## config.mk

```make
export PLATFORM = sky130hd
export DESIGN_NAME = alu_simd_pipe_flat
export DESIGN_NICKNAME = d
export VERILOG_FILES = /design/src/rtl/alu_pkg.sv /design/src/rtl/alu_simd_pipe_if.sv /design/src/rtl/alu_sat_lane.sv /design/src/rtl/alu_simd_pipe.sv /design/src/flat_wrapper.sv
export SDC_FILE = /design/constraint.sdc
export NUM_CORES = 1
export LEC_CHECK = 0
export CORE_MARGIN = 8
export CORE_UTILIZATION = 50
export CTS_CLUSTER_DIAMETER = 50
export CTS_CLUSTER_SIZE = 24
export DETAILED_ROUTE_END_ITERATION = 6
export HOLD_SLACK_MARGIN = 0.08
export PLACE_DENSITY = 0.82
export SLEW_MARGIN = 20
export SYNTH_ARGS = -nofsm -noshare
export SYNTH_HDL_FRONTEND = slang
export SYNTH_SLANG_ARGS = --single-unit
```

## constraint.sdc

```tcl
create_clock -name clk -period 4.95 [get_ports clk]
set_clock_uncertainty 0.15 [all_clocks]
set_input_delay 0.99 -clock clk [delete_from_list [all_inputs] [get_ports clk]]
set_output_delay 0.99 -clock clk [all_outputs]
set_load 0.1 [all_outputs]
```

## src/rtl/alu_pkg.sv

```systemverilog
// Shared definitions for the SIMD ALU pipeline: op encoding and lane saturation limits.
package alu_pkg;

   typedef enum logic [1:0] {
      OP_AND   = 2'b00,
      OP_NOT   = 2'b01,
      OP_ADD   = 2'b10,
      OP_PADDS = 2'b11
   } op_t;

   localparam int MAX_LANE_W = 64;

   // Largest positive value of a signed lane: 0 followed by all ones.
   function automatic logic [MAX_LANE_W-1:0] lane_sat_pos(input int lane_w);
      return (MAX_LANE_W'(1) << (lane_w - 1)) - MAX_LANE_W'(1);
   endfunction

   // Most negative value of a signed lane: 1 followed by all zeros.
   function automatic logic [MAX_LANE_W-1:0] lane_sat_neg(input int lane_w);
      return MAX_LANE_W'(1) << (lane_w - 1);
   endfunction

endpackage

```

## src/rtl/alu_simd_pipe_if.sv

```systemverilog
// Operand/result handshake bundle between the register file, the ALU and writeback.
interface alu_simd_pipe_if #(
   parameter int WIDTH  = 16,
   parameter int LANE_W = 8
);
   import alu_pkg::*;

   localparam int NUM_LANES = WIDTH / LANE_W;

   logic                 in_valid;
   logic                 in_ready;
   op_t                  op;
   logic                 use_acc;
   logic [WIDTH-1:0]     a;
   logic [WIDTH-1:0]     b;
   logic                 out_valid;
   logic                 out_ready;
   logic [WIDTH-1:0]     result;
   logic [NUM_LANES-1:0] ovf;
   logic [NUM_LANES-1:0] sat_sticky;
   logic                 clr_sticky;

   modport master (
      output in_valid, op, use_acc, a, b, out_ready, clr_sticky,
      input  in_ready, out_valid, result, ovf, sat_sticky
   );

   modport slave (
      input  in_valid, op, use_acc, a, b, out_ready, clr_sticky,
      output in_ready, out_valid, result, ovf, sat_sticky
   );

endinterface

```

## src/rtl/alu_sat_lane.sv

```systemverilog
// One adder lane: chains carry for full-width ADD, or isolates and saturates for PADDS.
module alu_sat_lane #(
   parameter int LANE_W = 8
) (
   input  logic [LANE_W-1:0] a,
   input  logic [LANE_W-1:0] b,
   input  logic              carry_in,
   input  logic              break_carry,
   output logic [LANE_W-1:0] sum,
   output logic              carry_out,
   output logic              overflow
);
   import alu_pkg::*;

   localparam logic [LANE_W-1:0] SAT_POS = LANE_W'(lane_sat_pos(LANE_W));
   localparam logic [LANE_W-1:0] SAT_NEG = LANE_W'(lane_sat_neg(LANE_W));

   logic              cin;
   logic [LANE_W:0]   full;
   logic [LANE_W-1:0] raw;

   always_comb begin
      cin       = carry_in & ~break_carry;
      full      = {1'b0, a} + {1'b0, b} + {{LANE_W{1'b0}}, cin};
      raw       = full[LANE_W-1:0];
      carry_out = full[LANE_W];
      // Same-sign operands producing an opposite-sign sum is signed overflow.
      overflow  = (a[LANE_W-1] == b[LANE_W-1]) && (raw[LANE_W-1] != a[LANE_W-1]);
      sum       = raw;
      if (break_carry && overflow) begin
         sum = a[LANE_W-1] ? SAT_NEG : SAT_POS;
      end
   end

endmodule

```

## src/rtl/alu_simd_pipe.sv

```systemverilog
// Two-stage AND/NOT/ADD/PADDS ALU with valid/ready flow control, accumulator and sticky saturation flags.
module alu_simd_pipe #(
   parameter int WIDTH  = 16,
   parameter int LANE_W = 8
) (
   input  logic          clk,
   input  logic          rst,
   alu_simd_pipe_if.slave bus
);
   import alu_pkg::*;

   localparam int NUM_LANES = WIDTH / LANE_W;

   logic                 s1_valid_reg;
   op_t                  s1_op_reg;
   logic                 s1_use_acc_reg;
   logic [WIDTH-1:0]     s1_a_reg;
   logic [WIDTH-1:0]     s1_b_reg;

   logic                 s2_valid_reg;
   logic [WIDTH-1:0]     result_reg;
   logic [NUM_LANES-1:0] ovf_reg;
   logic [NUM_LANES-1:0] sticky_reg;
   logic [WIDTH-1:0]     acc_reg;

   logic                 s2_adv;
   logic                 s1_adv;
   logic                 in_ready;
   logic                 accept;
   logic                 padds;
   logic [WIDTH-1:0]     opa;
   logic [WIDTH-1:0]     lane_sum;
   logic [NUM_LANES-1:0] lane_ovf;
   logic [NUM_LANES:0]   carry;
   logic                 carry_unused;
   logic [WIDTH-1:0]     result_next;
   logic [NUM_LANES-1:0] ovf_next;

   assign s2_adv   = !s2_valid_reg || bus.out_ready;
   assign s1_adv   = s1_valid_reg && s2_adv;
   assign in_ready = !rst && (!s1_valid_reg || s2_adv);
   assign accept   = bus.in_valid && in_ready;

   // The accumulator is written at the same edge the previous op leaves S1,
   // so a back-to-back use_acc op already sees it here.
   assign opa   = s1_use_acc_reg ? acc_reg : s1_a_reg;
   assign padds = (s1_op_reg == OP_PADDS);

   assign carry[0]     = 1'b0;
   assign carry_unused = carry[NUM_LANES];

   generate
      for (genvar gi = 0; gi < NUM_LANES; gi++) begin : g_lane
         alu_sat_lane #(
            .LANE_W (LANE_W)
         ) u_lane (
            .a           (opa[gi*LANE_W +: LANE_W]),
            .b           (s1_b_reg[gi*LANE_W +: LANE_W]),
            .carry_in    (carry[gi]),
            .break_carry (padds),
            .sum         (lane_sum[gi*LANE_W +: LANE_W]),
            .carry_out   (carry[gi+1]),
            .overflow    (lane_ovf[gi])
         );
      end
   endgenerate

   always_comb begin
      result_next = '0;
      ovf_next    = '0;
      case (s1_op_reg)
         OP_AND: result_next = opa & s1_b_reg;
         OP_NOT: result_next = ~s1_b_reg;
         OP_ADD: begin
            // With the carry chained, the top lane's overflow is the full-word overflow.
            result_next              = lane_sum;
            ovf_next[NUM_LANES-1]    = lane_ovf[NUM_LANES-1];
         end
         OP_PADDS: begin
            result_next = lane_sum;
            ovf_next    = lane_ovf;
         end
         default: begin
            result_next = '0;
            ovf_next    = '0;
         end
      endcase
   end

   always_ff @(posedge clk) begin
      if (rst) begin
         s1_valid_reg   <= 1'b0;
         s1_op_reg      <= OP_AND;
         s1_use_acc_reg <= 1'b0;
         s1_a_reg       <= '0;
         s1_b_reg       <= '0;
         s2_valid_reg   <= 1'b0;
         result_reg     <= '0;
         ovf_reg        <= '0;
         sticky_reg     <= '0;
         acc_reg        <= '0;
      end else begin
         if (in_ready) begin
            s1_valid_reg <= bus.in_valid;
         end
         if (accept) begin
            s1_op_reg      <= bus.op;
            s1_use_acc_reg <= bus.use_acc;
            s1_a_reg       <= bus.a;
            s1_b_reg       <= bus.b;
         end
         if (s2_adv) begin
            s2_valid_reg <= s1_valid_reg;
         end
         if (s1_adv) begin
            result_reg <= result_next;
            ovf_reg    <= ovf_next;
            acc_reg    <= result_next;
            // A new overflow survives a simultaneous clear.
            sticky_reg <= (bus.clr_sticky ? '0 : sticky_reg) | ovf_next;
         end else if (bus.clr_sticky) begin
            sticky_reg <= '0;
         end
      end
   end

   assign bus.in_ready   = in_ready;
   assign bus.out_valid  = s2_valid_reg;
   assign bus.result     = result_reg;
   assign bus.ovf        = ovf_reg;
   assign bus.sat_sticky = sticky_reg;

endmodule

```

## src/flat_wrapper.sv

```systemverilog
// flat-port wrapper written by rule: the top's interface ports become plain ports
module alu_simd_pipe_flat import alu_pkg::*;
#(
   parameter int WIDTH  = 16,
   parameter int LANE_W = 8
)
  (clk, rst, bus_in_valid, bus_op, bus_use_acc, bus_a, bus_b, bus_out_ready, bus_clr_sticky, bus_in_ready, bus_out_valid, bus_result, bus_ovf, bus_sat_sticky);
  alu_simd_pipe_if #(.WIDTH(WIDTH), .LANE_W(LANE_W)) bus_i ();
  input  logic clk;
  input  logic rst;
  input wire logic [$bits(bus_i.in_valid)-1:0] bus_in_valid;
  input wire logic [$bits(bus_i.op)-1:0] bus_op;
  input wire logic [$bits(bus_i.use_acc)-1:0] bus_use_acc;
  input wire logic [$bits(bus_i.a)-1:0] bus_a;
  input wire logic [$bits(bus_i.b)-1:0] bus_b;
  input wire logic [$bits(bus_i.out_ready)-1:0] bus_out_ready;
  input wire logic [$bits(bus_i.clr_sticky)-1:0] bus_clr_sticky;
  output wire logic [$bits(bus_i.in_ready)-1:0] bus_in_ready;
  output wire logic [$bits(bus_i.out_valid)-1:0] bus_out_valid;
  output wire logic [$bits(bus_i.result)-1:0] bus_result;
  output wire logic [$bits(bus_i.ovf)-1:0] bus_ovf;
  output wire logic [$bits(bus_i.sat_sticky)-1:0] bus_sat_sticky;
  assign bus_i.in_valid = bus_in_valid;
  assign bus_i.op = bus_op;
  assign bus_i.use_acc = bus_use_acc;
  assign bus_i.a = bus_a;
  assign bus_i.b = bus_b;
  assign bus_i.out_ready = bus_out_ready;
  assign bus_i.clr_sticky = bus_clr_sticky;
  assign bus_in_ready = bus_i.in_ready;
  assign bus_out_valid = bus_i.out_valid;
  assign bus_result = bus_i.result;
  assign bus_ovf = bus_i.ovf;
  assign bus_sat_sticky = bus_i.sat_sticky;
  alu_simd_pipe #(.WIDTH(WIDTH), .LANE_W(LANE_W)) u_core (.clk(clk), .rst(rst), .bus(bus_i));
endmodule
```

# After elaboration in Yosys (flattened, before gate mapping)
# Index checks and enable logic that the tools add are counted.
# word_totals
word_cells,48
output_inout_bits,22
in_bits,40
register_bits,57
# classes
n_reduce_logical,14
add_sub_neg,3
n_bitwise,5
n_mux,10
n_eq_ne,7
# ops
cell,count
16-bit one-hot mux with 3 select lines,1
8-bit two-way mux,4
16-bit bitwise AND,1
16-bit two-way mux,1
16-bit NOT,1
8-bit by 8-bit adder with 9-bit output,1
8-bit by 1-bit adder with 8-bit output,1
8-bit adder,1
1-bit logical AND,7
"2-bit equality test, second input constant",2
2-bit two-way mux,2
1-bit logical NOT,3
1-bit equality test,2
"2-bit by 1-bit equality test with 1-bit output, second input constant",1
2-bit logical NOT,1
1-bit logical OR,2
1-bit two-way mux,2
1-bit inequality test,2
2-bit OR,1
2-bit OR reduction,1
1-bit bitwise AND,1
1-bit NOT,1

# Depth between registers and ports, before layout
# depth
depth_word,9
depth_mapped,19
mapped_depth_nobuf,18

# Hierarchy
# Synthesis repeated with hierarchy kept, for this count alone.
# hier_totals
cells_unflattened,429
hier_area_um2,3912.5
# modules_own_cells
module,cells_each,seq_area_each_um2,n_inst,area_per_inst_um2
alu_simd_pipe,287,1141.1,1,2921.6
alu_sat_lane,71,0.0,2,495.5

# Worst setup path after synthesis
# No wires, ideal clock.
# synth_timing
path_kind,reg-to-reg
from,register u_core.acc_reg[0]
to,register u_core.acc_reg[14]
path_stages_with_launch,19
period_less_slack_ps,4371
path_buffers,0
setup_ps,88
setup_slack_ps,579
t_arrival_ps,4133
required_time_ps,4712
cell_sequence,dfxtp_1 > mux2_2 > ha_1 > inv_1 > fa_1 > nor2b_1 > o31ai_1 > a21oi_1 > a21oi_1 > nor2b_1 > o21ai_0 > fa_1 > fa_1 > nor2b_1 > nor3_1 > o21bai_1 > a21oi_1 > xor2_1 > o32ai_2
# synth_via
elab_chain_len,9
# synth_rtl
element,line_no,rtl
from (decl),alu_simd_pipe.sv:24,logic [WIDTH-1:0] acc_reg;
from (signal assigned),alu_simd_pipe.sv:118,acc_reg <= result_next;
16-bit two-way mux (*),alu_simd_pipe.sv:46,assign opa = s1_use_acc_reg ? acc_reg : s1_a_reg;
8-bit by 8-bit adder with 9-bit output (*),alu_sat_lane.sv:24,"full = {1'b0, a} + {1'b0, b} + {{LANE_W{1'b0}}, cin};"
1-bit bitwise AND (*),alu_sat_lane.sv:23,cin = carry_in & ~break_carry;
8-bit by 1-bit adder with 8-bit output (*),alu_sat_lane.sv:24,
1-bit inequality test,alu_sat_lane.sv:28,overflow = (a[LANE_W-1] == b[LANE_W-1]) && (raw[LANE_W-1] != a[LANE_W-1]);
1-bit logical AND,alu_sat_lane.sv:28,
1-bit logical AND,alu_sat_lane.sv:30,if (break_carry && overflow) begin
8-bit two-way mux (*),alu_sat_lane.sv:30,
16-bit one-hot mux with 3 select lines (*),alu_simd_pipe.sv:71,case (s1_op_reg)
# Every way passes the cells marked *; elsewhere a longest branch is shown, timed or not.
# A chain may end at the register's enable or synchronous reset.

# Worst setup path after layout
# layout_timing
from,register u_core.s1_use_acc_reg
to,register u_core.acc_reg[14]
# layout_via
elab_chain_len,9
elab_cells_between_ends,13
classes_between,add/sub: 3; eq/ne: 2; mux: 4; bitwise: 2; reduce/logical: 2
# layout_rtl
element,line_no,rtl
from (decl),alu_simd_pipe.sv:16,logic s1_use_acc_reg;
from (signal assigned),alu_simd_pipe.sv:108,s1_use_acc_reg <= bus.use_acc;
16-bit two-way mux (*),alu_simd_pipe.sv:46,
8-bit by 8-bit adder with 9-bit output,alu_sat_lane.sv:24,
1-bit bitwise AND,alu_sat_lane.sv:23,
8-bit by 1-bit adder with 8-bit output,alu_sat_lane.sv:24,
1-bit inequality test,alu_sat_lane.sv:28,
1-bit logical AND,alu_sat_lane.sv:28,
1-bit logical AND,alu_sat_lane.sv:30,
8-bit two-way mux,alu_sat_lane.sv:30,
16-bit one-hot mux with 3 select lines (*),alu_simd_pipe.sv:71,
# Marked as above.

==> summary.md <==
| Metric | Value |
|---|---|
| ANT cells | `0` |
| CTS tree | `built` |
| Total CTS buffers | `9` |
| Reg2reg path depth | `17` |
| Placer's final routability congestion estimate | `0.876` |
| Power, Total | `1.32 mW` |
| Core area | `6390 um^2` |
| Placement Cell Area | `3970 um^2` |
| # fillers | `531` |
| Hold Buf Count CTS | `0` |
| Post-CTS Setup Repair Bufs | `0` |
| Initial antenna violation count | `0` |
| Hold Path Cell Cnt | `2` |
| Overflow after GRT | `0` |
| Mapped cell area | `3330 um^2` |
| Area Overhead vs Synth | `25.5%` |
| Leak | `1.79 nW` |
| Distinct cells, synth | `47` |
| Cell count after placement | `534` |
| Routed wire per std cell | `16.4 um` |
| Mean Syn Cell Area | `8.00 um^2` |
| Status | `finished, final reports clean` |
| DR DRC count | `0` |
| Synth area leader | `dfxtp_1` |
| DRT iter0 DRCs | `159` |
| WP data required | `5010 ps` |
| Die X | `97.6 um` |
| 1st-pass router iterations | `5` |
| Final instance area | `4180 um^2` |
| Synth Instances | `416` |
| Largest net degree at the start of global routing | `36` |
| Final hold vios | `0` |
| Synth Warn # | `0` |
| ANT nets after route | `0` |
| Worst Hold Class | `flip-flop to flip-flop` |
| DP Worst Slack | `488 ps` |
| Top Ports | `62` |
| Flops & latches, synth | `57` |
| Sequential share of the synthesized area | `34.3%` |
| Max-cap violation count | `0` |
| Crit path DAT | `4560 ps` |
| CTS Sinks | `57` |
| VDD IR max | `319 uV` |
| Post-Route WL | `8.99 mm` |
| First-pass GRT wire length | `15.4 mm` |
| PD cells | `316 nW/um^2` |
| Final period util | `90.9%` |
| Row count | `29` |
| CTS max path bufs | `2` |
| Worst-Margin Slew | `993 ps` |
| Unrepaired setup endpoints after global routing | `false` |
| Sequential Area | `1140 um^2` |
| Final WS setup | `451 ps` |
| Crit path time final | `4500 ps` |
| Layout Nets | `527` |
| H-tree depth | `3` |
| DR vias/cell | `5.65` |
| Insertion delay to the later sink of the worst-skew pair | `350 ps` |
| Layout cells sized above 1 | `8.46%` |
| CTS root buffer | `clkbuf_8` |
| Layout Cells excl Fill | `550` |
| Reg2reg setup slack | `450 ps` |
| # setup viols final | `0` |
| Fmax | `222 MHz` |
| Area of the multi-input gates | `2000 um^2` |
| Total number of vias | `3105` |
| Worst setup SP type | `flip-flop` |
| Critical Path End Type | `flip-flop` |
| Critical path class | `flip-flop to flip-flop` |
| Post-CTS Resized | `0` |
| Max Slew Vio Count | `0` |
| Setup_tns | `0 ps` |
| Initial core utilization | `52.1%` |
| Die area | `9530 um^2` |
| Number of I/O port buffers | `61` |
| Slew Limit Headroom | `33.6%` |
| Vias in the first global route | `3277` |
| Syn nets | `475` |
| CP max FO | `10` |
| Post-synth top area share | `34.3%` |
| Clock transition at path regs | `70 ps` |
| Dpl hpwl | `6.21 mm` |
| GR Util All Layers | `19.2%` |
| Largest cells by area after synthesis | `dfxtp_1, nand2_1, ha_1` |
| Die Y | `97.6 um` |
## worst max-delay path, stage by stage (launching register included)
cell and delay, ps:
dfxtp_1 670, mux2_2 260, ha_1 200, inv_1 70, fa_1 400, nor2b_1 170
o31ai_1 100, a21oi_1 220, a21oi_1 120, nor2b_1 110, o21ai_0 110, fa_1 420
nand2b_1 180, a21oi_1 230, o22a_4 240, xnor2_4 70, nor3_2 460, o32ai_2 170
## cell type report
| type | instances | share of cell area, % |
|---|---|---|
| multi-input cells | 310 | 47.9 |
| flip-flops and latches | 57 | 27.3 |
| repair buffers | 65 | 15.3 |
| clock buffers | 14 | 4.13 |
| well taps | 77 | 2.31 |
| inverters | 25 | 2.25 |
| clock inverters | 2 | 0.839 |
## where the power goes
group          leakage, nW  switching (mW)  total, mW  internal [mW]
sequential           0.470          0.0305      0.522          0.491
clock                0.107           0.186      0.460          0.273
combinational         1.21           0.210      0.339          0.129
total                 1.79           0.427       1.32          0.894
## routing by layer
layer	vias up	GRT usage, %	part of all wire (%)	wire (um)
li1	1545	-	-	-
met1	1433	23.5	46	4150
met2	111	30.6	46	4110
met3	16	4.05	5.7	511
met4	0	10.4	2.5	228
met5	-	0	0	0
## cells in the mapped netlist, drive strengths merged
master,count
a21o,3
mux2,13
a22o,1
a41oi,1
o31ai,16
a311oi,1
o32ai,1
o21a,4
clkbuf,17
a21oi,25
nor2,32
o221ai,1
o211ai,3
nand3,24
o22a,1
fa,3
dfxtp,57
or4,2
mux2i,17
and2,1
a32o,1
nor2b,5
a221oi,1
o21ai,32
inv,25
o2111ai,1
a211oi,2
o2bb2ai,6
nand2,73
a21boi,1
xnor2,7
a31oi,1
buf,7
o21bai,1
o22ai,1
or2,1
or3,1
xor2,2
nand2b,5
nor3,4
ha,16
## cells by family (layout without fill, tap and decap cells)
family / Yosys count / after routing / synth area share (%)
AO/OA/AOI/OAI: 104 / 104 / 20.7
XOR/XNOR: 9 / 9 / 2.93
adder cells (fa/ha/maj): 19 / 19 / 7.82
buffers and inverters: 49 / 106 / 5.64
flip-flops: 57 / 57 / 34.3
multiplexers: 30 / 30 / 9.51
AND/OR/NAND/NOR: 148 / 148 / 19.1
## worst paths after layout
| path | from | endpoint |
|---|---|---|
| setup / recovery | u_core.s1_use_acc_reg$_SDFFE_PP0P_ | u_core.acc_reg[14]$_SDFFE_PP0P_ |
| hold / removal | u_core.bus.ovf[0]$_SDFFE_PP0P_ | u_core.bus.ovf[0]$_SDFFE_PP0P_ |
| setup reg to reg | u_core.s1_use_acc_reg$_SDFFE_PP0P_ | u_core.acc_reg[14]$_SDFFE_PP0P_ |
| hold reg to reg | u_core.bus.ovf[0]$_SDFFE_PP0P_ | u_core.bus.ovf[0]$_SDFFE_PP0P_ |
## layout by cell type (no fill, tap or decap), types with 4 or more instances in the layout
master           count
ha_1                16
buf_4                5
o21ai_0             30
nand3_1             24
mux2i_1             17
xnor2_1              6
a21oi_1             24
o21a_1               4
nor2_1              32
nand2_1             73
clkdlybuf4s50_1     60
dfxtp_1             57
nand2b_1             5
clkbuf_8            12
inv_1               24
o2bb2ai_1            6
mux2_2              13
nor2b_1              5
o31ai_1             16
## per-stage QoR
step	hold slack (ps)	util, %
6_report	300	65.4
5_1_grt	324	65.4
4_1_cts	305	65.4
3_5_place_dp	298	62.2
3_3_place_gp	292	62.2
2_1_floorplan	282	-
Power figures use the tool's default switching activity.
